**config.mk**
```make
export PLATFORM = sky130hd
export DESIGN_NAME = pkt_tx_ctrl
export DESIGN_NICKNAME = d
export VERILOG_FILES = /design/src/rtl/pkt_tx_ctrl.sv
export SDC_FILE = /design/constraint.sdc
export NUM_CORES = 1
export LEC_CHECK = 0
export CORE_UTILIZATION = 28
export DETAILED_ROUTE_END_ITERATION = 7
export DONT_BUFFER_PORTS = 1
export MAX_ROUTING_LAYER = met4
export SYNTH_ARGS = -nofsm -noshare
export SYNTH_HDL_FRONTEND = slang
export SYNTH_SLANG_ARGS = --single-unit
```
**constraint.sdc**
```tcl
create_clock -name clk -period 2.05 [get_ports clk]
set_clock_uncertainty 0.05 [all_clocks]
set_input_delay 0.3075 -clock clk [delete_from_list [all_inputs] [get_ports clk]]
set_output_delay 0.3075 -clock clk [all_outputs]
set_load 0.02 [all_outputs]
```
**src/rtl/pkt_tx_ctrl.sv**
```systemverilog
`timescale 1ns/1ps
// Output-side packet transmitter: forwards only fully committed packets from the
// port FIFO onto the output link, with zero-latency valid/ready and sop/eop flags.
module pkt_tx_ctrl #(
  parameter int unsigned DATA_WIDTH = 8,
  parameter int unsigned LEN_WIDTH  = 6,
  parameter int unsigned CNT_WIDTH  = 4
) (
  input  logic                  clk,
  input  logic                  rst_n,
  input  logic [DATA_WIDTH-1:0] fifo_data,
  input  logic                  fifo_empty,
  output logic                  fifo_pop,
  input  logic                  pkt_commit,
  output logic [DATA_WIDTH-1:0] tx_data,
  output logic                  tx_valid,
  input  logic                  tx_ready,
  output logic                  tx_sop,
  output logic                  tx_eop,
  output logic [CNT_WIDTH-1:0]  pkt_cnt,
  output logic                  busy,
  output logic                  cnt_ovf
);

  // rem counts payload + CRC bytes still to send; one extra bit covers L = max
  localparam int unsigned REM_WIDTH = LEN_WIDTH + 1;

  typedef enum logic [1:0] {
    IDLE = 2'd0,
    HDR  = 2'd1,
    BODY = 2'd2
  } state_t;

  state_t               state;
  logic [REM_WIDTH-1:0] rem;
  logic [REM_WIDTH-1:0] hdr_rem;
  logic [CNT_WIDTH-1:0] cnt_nxt;
  logic                 hs;
  logic                 pkt_done;
  logic                 cnt_full;
  logic                 ovf_set;

  // Data path is a straight pass-through of the FIFO head
  assign tx_data  = fifo_data;
  assign tx_valid = ((state == HDR) || (state == BODY)) && !fifo_empty;
  assign hs       = tx_valid && tx_ready;
  assign fifo_pop = hs;
  assign tx_sop   = (state == HDR);
  assign tx_eop   = (state == BODY) && (rem == REM_WIDTH'(1));
  assign busy     = (state != IDLE);
  assign pkt_done = hs && tx_eop;
  assign cnt_full = &pkt_cnt;
  assign hdr_rem  = REM_WIDTH'(fifo_data[LEN_WIDTH-1:0]) + REM_WIDTH'(1);

  // Committed-packet count: a commit and a finished packet in one cycle cancel
  always_comb begin
    cnt_nxt = pkt_cnt;
    ovf_set = 1'b0;
    if (pkt_commit && !pkt_done) begin
      if (cnt_full) begin
        ovf_set = 1'b1;
      end else begin
        cnt_nxt = pkt_cnt + CNT_WIDTH'(1);
      end
    end else if (!pkt_commit && pkt_done) begin
      cnt_nxt = pkt_cnt - CNT_WIDTH'(1);
    end
  end

  always_ff @(posedge clk or negedge rst_n) begin
    if (!rst_n) begin
      pkt_cnt <= '0;
      cnt_ovf <= 1'b0;
    end else begin
      pkt_cnt <= cnt_nxt;
      if (ovf_set) begin
        cnt_ovf <= 1'b1;
      end
    end
  end

  // Packet framing FSM; HDR is entered only with at least one committed packet
  always_ff @(posedge clk or negedge rst_n) begin
    if (!rst_n) begin
      state <= IDLE;
      rem   <= '0;
    end else begin
      case (state)
        IDLE: begin
          if (pkt_cnt != '0) begin
            state <= HDR;
          end
        end
        HDR: begin
          if (hs) begin
            rem   <= hdr_rem;
            state <= BODY;
          end
        end
        BODY: begin
          if (hs) begin
            rem <= rem - REM_WIDTH'(1);
            if (tx_eop) begin
              state <= (cnt_nxt != '0) ? HDR : IDLE;
            end
          end
        end
        default: begin
          state <= IDLE;
        end
      endcase
    end
  end

endmodule

```
**Word-level counts from Yosys, hierarchy flattened**

Index checks and enable logic that the tools add are counted.

- Add/subtract/negate cells: 4
- Eq/ne operators: 7
- Multiplexer cells: 14
- Reduce and logical (&&, ||, !) cells: 18

Operators by type and width:

| cell | count |
|---|---|
| 2-to-1 mux 7 bit | 2 |
| case mux 7 bit (2 select lines) | 1 |
| 2-to-1 mux 4 bit | 3 |
| 2-to-1 mux 2 bit | 4 |
| AND reduction 4 bit | 2 |
| nonzero test 4 bit | 2 |
| adder 6 x 1 -> 7 bit, second input constant | 1 |
| == test 7 x 1 -> 1 bit, second input constant | 1 |
| subtractor 7 x 1 -> 7 bit, second input constant | 1 |
| logical AND 1 bit | 6 |
| inequality test 2 bit, second input constant | 3 |
| case mux 2 bit (3 select lines) | 1 |
| adder 4 x 1 -> 4 bit, second input constant | 1 |
| nonzero test 2 bit | 2 |
| subtractor 4 x 1 -> 4 bit, second input constant | 1 |
| logical NOT 1 bit | 3 |
| 2-to-1 mux 1 bit | 3 |
| AND reduction 3 bit | 1 |
| == test 2 x 1 -> 1 bit, second input constant | 1 |
| == test 2 bit, second input constant | 1 |
| logical NOT 2 bit | 1 |
| inequality test 2 x 1 -> 1 bit, second input constant | 1 |
| logical OR 1 bit | 1 |

- Flip-flop bits (word level): 14
- Input port bits: 13
- Output and inout bits: 18
- Logic and storage cells: 47

**Logic depth before layout (Yosys ltp)**

- Word-level depth: 13
- Depth in mapped cells: 8
- Mapped depth without buffers: 7

**Worst setup path after synthesis**

No wires, ideal clock.

- Path kind: reg-to-reg
- Start point: register state[0]
- End point: register state[0]
- Setup time: 133 ps
- Arrival: 2030 ps
- Data required time: 1867 ps
- Path slack: -164 ps
- Stages on the path, launching flop included: 9
- Buffers on the path: 1
- Clock period less this slack: 2214 ps
- Cells stage by stage: dfrtp_1 -> inv_1 -> ha_1 -> and3b_1 -> buf_2 -> and4_2 -> or3_1 -> a311oi_2 -> a31oi_1

- Longest elaborated chain between the ends: 13
- Elaborated cells between the ends (all ways): 23
- Those cells by class: 6 x eq/ne; 6 x mux; 11 x reduce/logical

Ends and longest elaborated chain:

| what | line | RTL |
|---|---|---|
| from (decl) | 34 | `state_t state;` |
| from (signal assigned) | 104 | `state <= (cnt_nxt != '0) ? HDR : IDLE;` |
| == test 2 x 1 -> 1 bit or == test 2 bit (tied branches) | 45 | `assign tx_valid = ((state == HDR) \|\| (state == BODY)) && !fifo_empty;` |
| logical OR 1 bit * | 45 |  |
| logical AND 1 bit * | 45 |  |
| logical AND 1 bit * | 46 | `assign hs = tx_valid && tx_ready;` |
| via fifo_pop | 13 | `output logic fifo_pop,` |
| logical AND 1 bit | 51 | `assign pkt_done = hs && tx_eop;` |
| logical AND 1 bit or logical NOT 1 bit (tied branches) | 65, 59 |  |
| 2-to-1 mux 4 bit or logical AND 1 bit (tied branches) | 65, 59 |  |
| 2-to-1 mux 4 bit | 59 | `if (pkt_commit && !pkt_done) begin` |
| nonzero test 4 bit | 104 |  |
| 2-to-1 mux 1 bit | 104 |  |
| 2-to-1 mux 2 bit | 103 | `if (tx_eop) begin` |
| 2-to-1 mux 2 bit | 101 | `if (hs) begin` |
| case mux 2 bit (3 select lines) | 88 | `case (state)` |

The timed path passes the listed nets; every way through them passes the cells marked *. The select of a mux whose other input is x is not followed.
A chain may end at the register's enable or synchronous reset.

**Worst setup path after layout**

- Start point: register state[1]
- End point: register state[0]

- Longest elaborated chain between the ends: 13
- Elaborated cells between the ends (all ways): 23
- Those cells by class: 6 x eq/ne; 6 x mux; 11 x reduce/logical

Ends and longest elaborated chain:

| what | line |
|---|---|
| == test 2 x 1 -> 1 bit or == test 2 bit (tied branches) | 45, 88, 49 |
| logical OR 1 bit | 45 |
| logical AND 1 bit | 45 |
| logical AND 1 bit | 46 |
| logical AND 1 bit | 51 |
| logical AND 1 bit or logical NOT 1 bit (tied branches) | 65, 59 |
| 2-to-1 mux 4 bit or logical AND 1 bit (tied branches) | 65, 59 |
| 2-to-1 mux 4 bit | 59 |
| nonzero test 4 bit | 104 |
| 2-to-1 mux 1 bit | 104 |
| 2-to-1 mux 2 bit | 103 |
| 2-to-1 mux 2 bit | 101 |
| case mux 2 bit (3 select lines) | 88 |

Several ways; a longest one is shown, not always the timed one. The select of a mux whose other input is x is not followed.

==> results.md <==
* CP startpoint: state[1]
* Setup-failing EPs final at 1
* Comb power frac at 0.601
* Unique masters post-synth at 50
* First DRT Iteration DRCs at 24
* Final ANT Viol Nets at 0
* Vias/cell at 5.25
* Post-route cell area at 1510 um2
* Yosys warning count at 0
* Worst setup endpoint: state[0]
* Port Buffers at 0
* Die width at 69.3 um
* Setup WS post-layout at -0.0598 ns
* Post-synthesis adder-cell area fraction at 0.0985
* Status: complete, but fails checks
* Crit path launch type: flip-flop
* Die area at 4810 um2
* Sink Count at 14
* Drt drc at 0
* Largest net degree at the start of global routing at 19
* Syn_nets at 168
* FF+latch count, synth at 14
* Area growth, synth to finish at 18.9%
* Clock tree buffer depth at 2
* Post-Synth XOR/XNOR Area at 0.0345
* Worst reg-to-reg setup slack at -0.06 ns
* Peak VDD IR at 0.000575 V
* Critical Path RT at 2.12 ns
* Worst r2r src: state[1]
* Io pins at 31
* Post-synthesis mux area share at 0.0424
* P per Cell Area at 1380 nW/um2
* Clk Latency, worst-skew pair at 0.25 ns
* Core Footprint at 4350 um2
* Fraction of layout cells with a size suffix above 1 at 0.300
* Final hold slack at 0.186 ns
* CP endpoint kind: flip-flop
* Max frequency at 0.474 GHz
* Simple-gate portion of the synthesized area at 0.239
* Placed insts at 207
* Internal at 1.12 mW
* Initial Util at 0.292
* Switching power at 0.958 mW
* Vias at 1112
* DR pass1 iterations at 5
* Actual slew at the worst max-slew pin at 0.738 ns
* Sw frac at 0.461
* CTS tree: done
* Post-synthesis sequential area ratio at 0.276
* DR WL/cell at 14.0 um
* Total grt overflow at 0
* Dominant cell type by area after synthesis: dfrtp_1
* Crit path time final at 2.11 ns
* Worst setup path class: flip-flop to flip-flop
* Number of CTS-inserted buffers at 3
* Number of global-route vias before repair at 1114
* Root Driver: clkbuf_8
* HPWL Detailed at 2250 um
* Slew margin rel. at 0.506
* Crit path DAT at 2.18 ns
* Post-Syn Area per Cell at 8.76 um2
* Combinational family with the most area after synthesis: simple AND/OR/NAND/NOR gates
* Sequential share of power at 0.285
* Critical Path Fanout Max at 8
* Final hold vios at 0
* Failing checks: setup timing
* First-pass GRT wire length at 5020 um
* Synth top area cells: dfrtp_1 (28%), ha_1 (9.9%), buf_4 (4.7%)
* Synth cell count leaders: dfrtp_1 (14), inv_1 (12), o21ai_0 (11)
* Ant diodes at 0
* Ys async rst share at 1.00
* Depth of the CTS H-tree at 1
* Placer congestion estimate at 0.831
* Hold Crit Class: input port to flip-flop
* Final Instance Count excl. Fillers at 212
* Main synth FF type: dfrtp_1
* Final Total Pwr at 2.08 mW
* Number of max-cap violations at 0
* Top-count cell post-synth: dfrtp_1
* Worst reg2reg path depth at 7
* Unrepaired setup endpoints after global routing: true
* Post-DP Area at 1440 um2
* EDFF count, synth at 0
* FP Rows at 24
* Static Leak at 0.644 nW
* Compound-Gate Fraction of Synth Area at 0.208
* Syn Std Cell Area at 1270 um2
* Final core utilization at 0.347
* Post-Syn Instances at 145
* Final #Nets at 185
* Die height at 69.3 um
* Routed Wire Length at 2970 um
* Slew Limit Fails at 0
* Initial antenna violation count at 0
* Tot GR Track Use at 0.131
* Fin crit share at 1.03
* Reg2Reg Capture Point: state[0]
* Worst-path clk slew at 0.06 ns
* Clock power share at 0.114
* Post-synth top area share at 0.276
[cell usage in the layout, fill, tap and decap left out, types with 4 or more instances in the layout]
cell type,instances
a21oi_1,8
nand4_1,5
ha_1,9
o21ai_0,9
dfrtp_1,14
xnor2_1,4
nand2_1,9
inv_1,11
buf_4,25
nor2_1,6
a31oi_1,4
[worst min-delay path by stage]
| stage | start | to | slack, ns | cells past startpoint |
|---|---|---|---|---|
| 2_1_floorplan | rst_n | cnt_ovf | -0.04 | 0 |
| 3_3_place_gp | rst_n | pkt_cnt[0] | -0.04 | 0 |
| 3_5_place_dp | rst_n | pkt_cnt[0] | -0.04 | 0 |
| 4_1_cts | pkt_commit | pkt_cnt[1] | 0.19 | 1 |
| 5_1_grt | pkt_commit | pkt_cnt[1] | 0.20 | 1 |
| 6_report | pkt_commit | pkt_cnt[1] | 0.19 | 1 |
[power by group through the flow]
stage | combinational, mW | sequential [mW] | clock, mW
finish | 1.25 | 0.592 | 0.238
global route | 1.39 | 0.611 | 0.255
CTS | 1.25 | 0.584 | 0.247
detailed placement | 1.22 | 0.588 | 0
global placement | 1.20 | 0.585 | 0
floorplan | 0.771 | 0.618 | 0
[state kept, by name, indices dropped and copies added, names as in the netlist]
register	count
cnt_ovf	1
pkt_cnt	4
rem	7
state	2
[metal layers]
metal | routed length [um] | track usage
met2 | 1400 | 0.218
met5 | 0 | -
met4 | 35 | 0.0295
met1 | 1360 | 0.154
met3 | 169 | 0.0436
[area by class of cell]
type                       instances  area [um2]
fill                             446        2840
multi-input combinational        105         811
sequential                        14         350
timing repair buffer              26         198
tap                               52        65.1
inverter                          12        45.0
clock buffer                       3        41.3
[critical path, cell delays in order, from the launching register on]
cell and delay (ns):
dfrtp_1 0.34, inv_1 0.06, ha_1 0.28, and3b_2 0.29, nand4_4 0.11, or4_4 0.50
a311oi_2 0.25, a31oi_1 0.11
[metrics by stage]
stage               setup WS, ns  TNS [ns]
floorplan                -0.0765   -0.0765
global placement          -0.107    -0.107
detailed placement        -0.153    -0.157
CTS                      -0.0952   -0.0952
global route              -0.154    -0.154
finish                   -0.0598   -0.0598
[logic make-up after synthesis]
family                     count (synthesis)
AOI/OAI and AO/OA                         39
muxes                                      5
DFF                                       14
xor gates and xnor gates                   5
and+or+nand+nor                           46
adders and majority gates                 10
buffers and inverters                     26
[what timing repair did]
action	4_1_cts	5_1_grt
endpoints found under the hold margin	14	0
pin swaps	0	0
resized for setup	1	5
endpoints found under the setup margin	2	7
setup buffers	1	0
hold buffers	1	0
No activity file was read; power rests on OpenSTA's default activity.
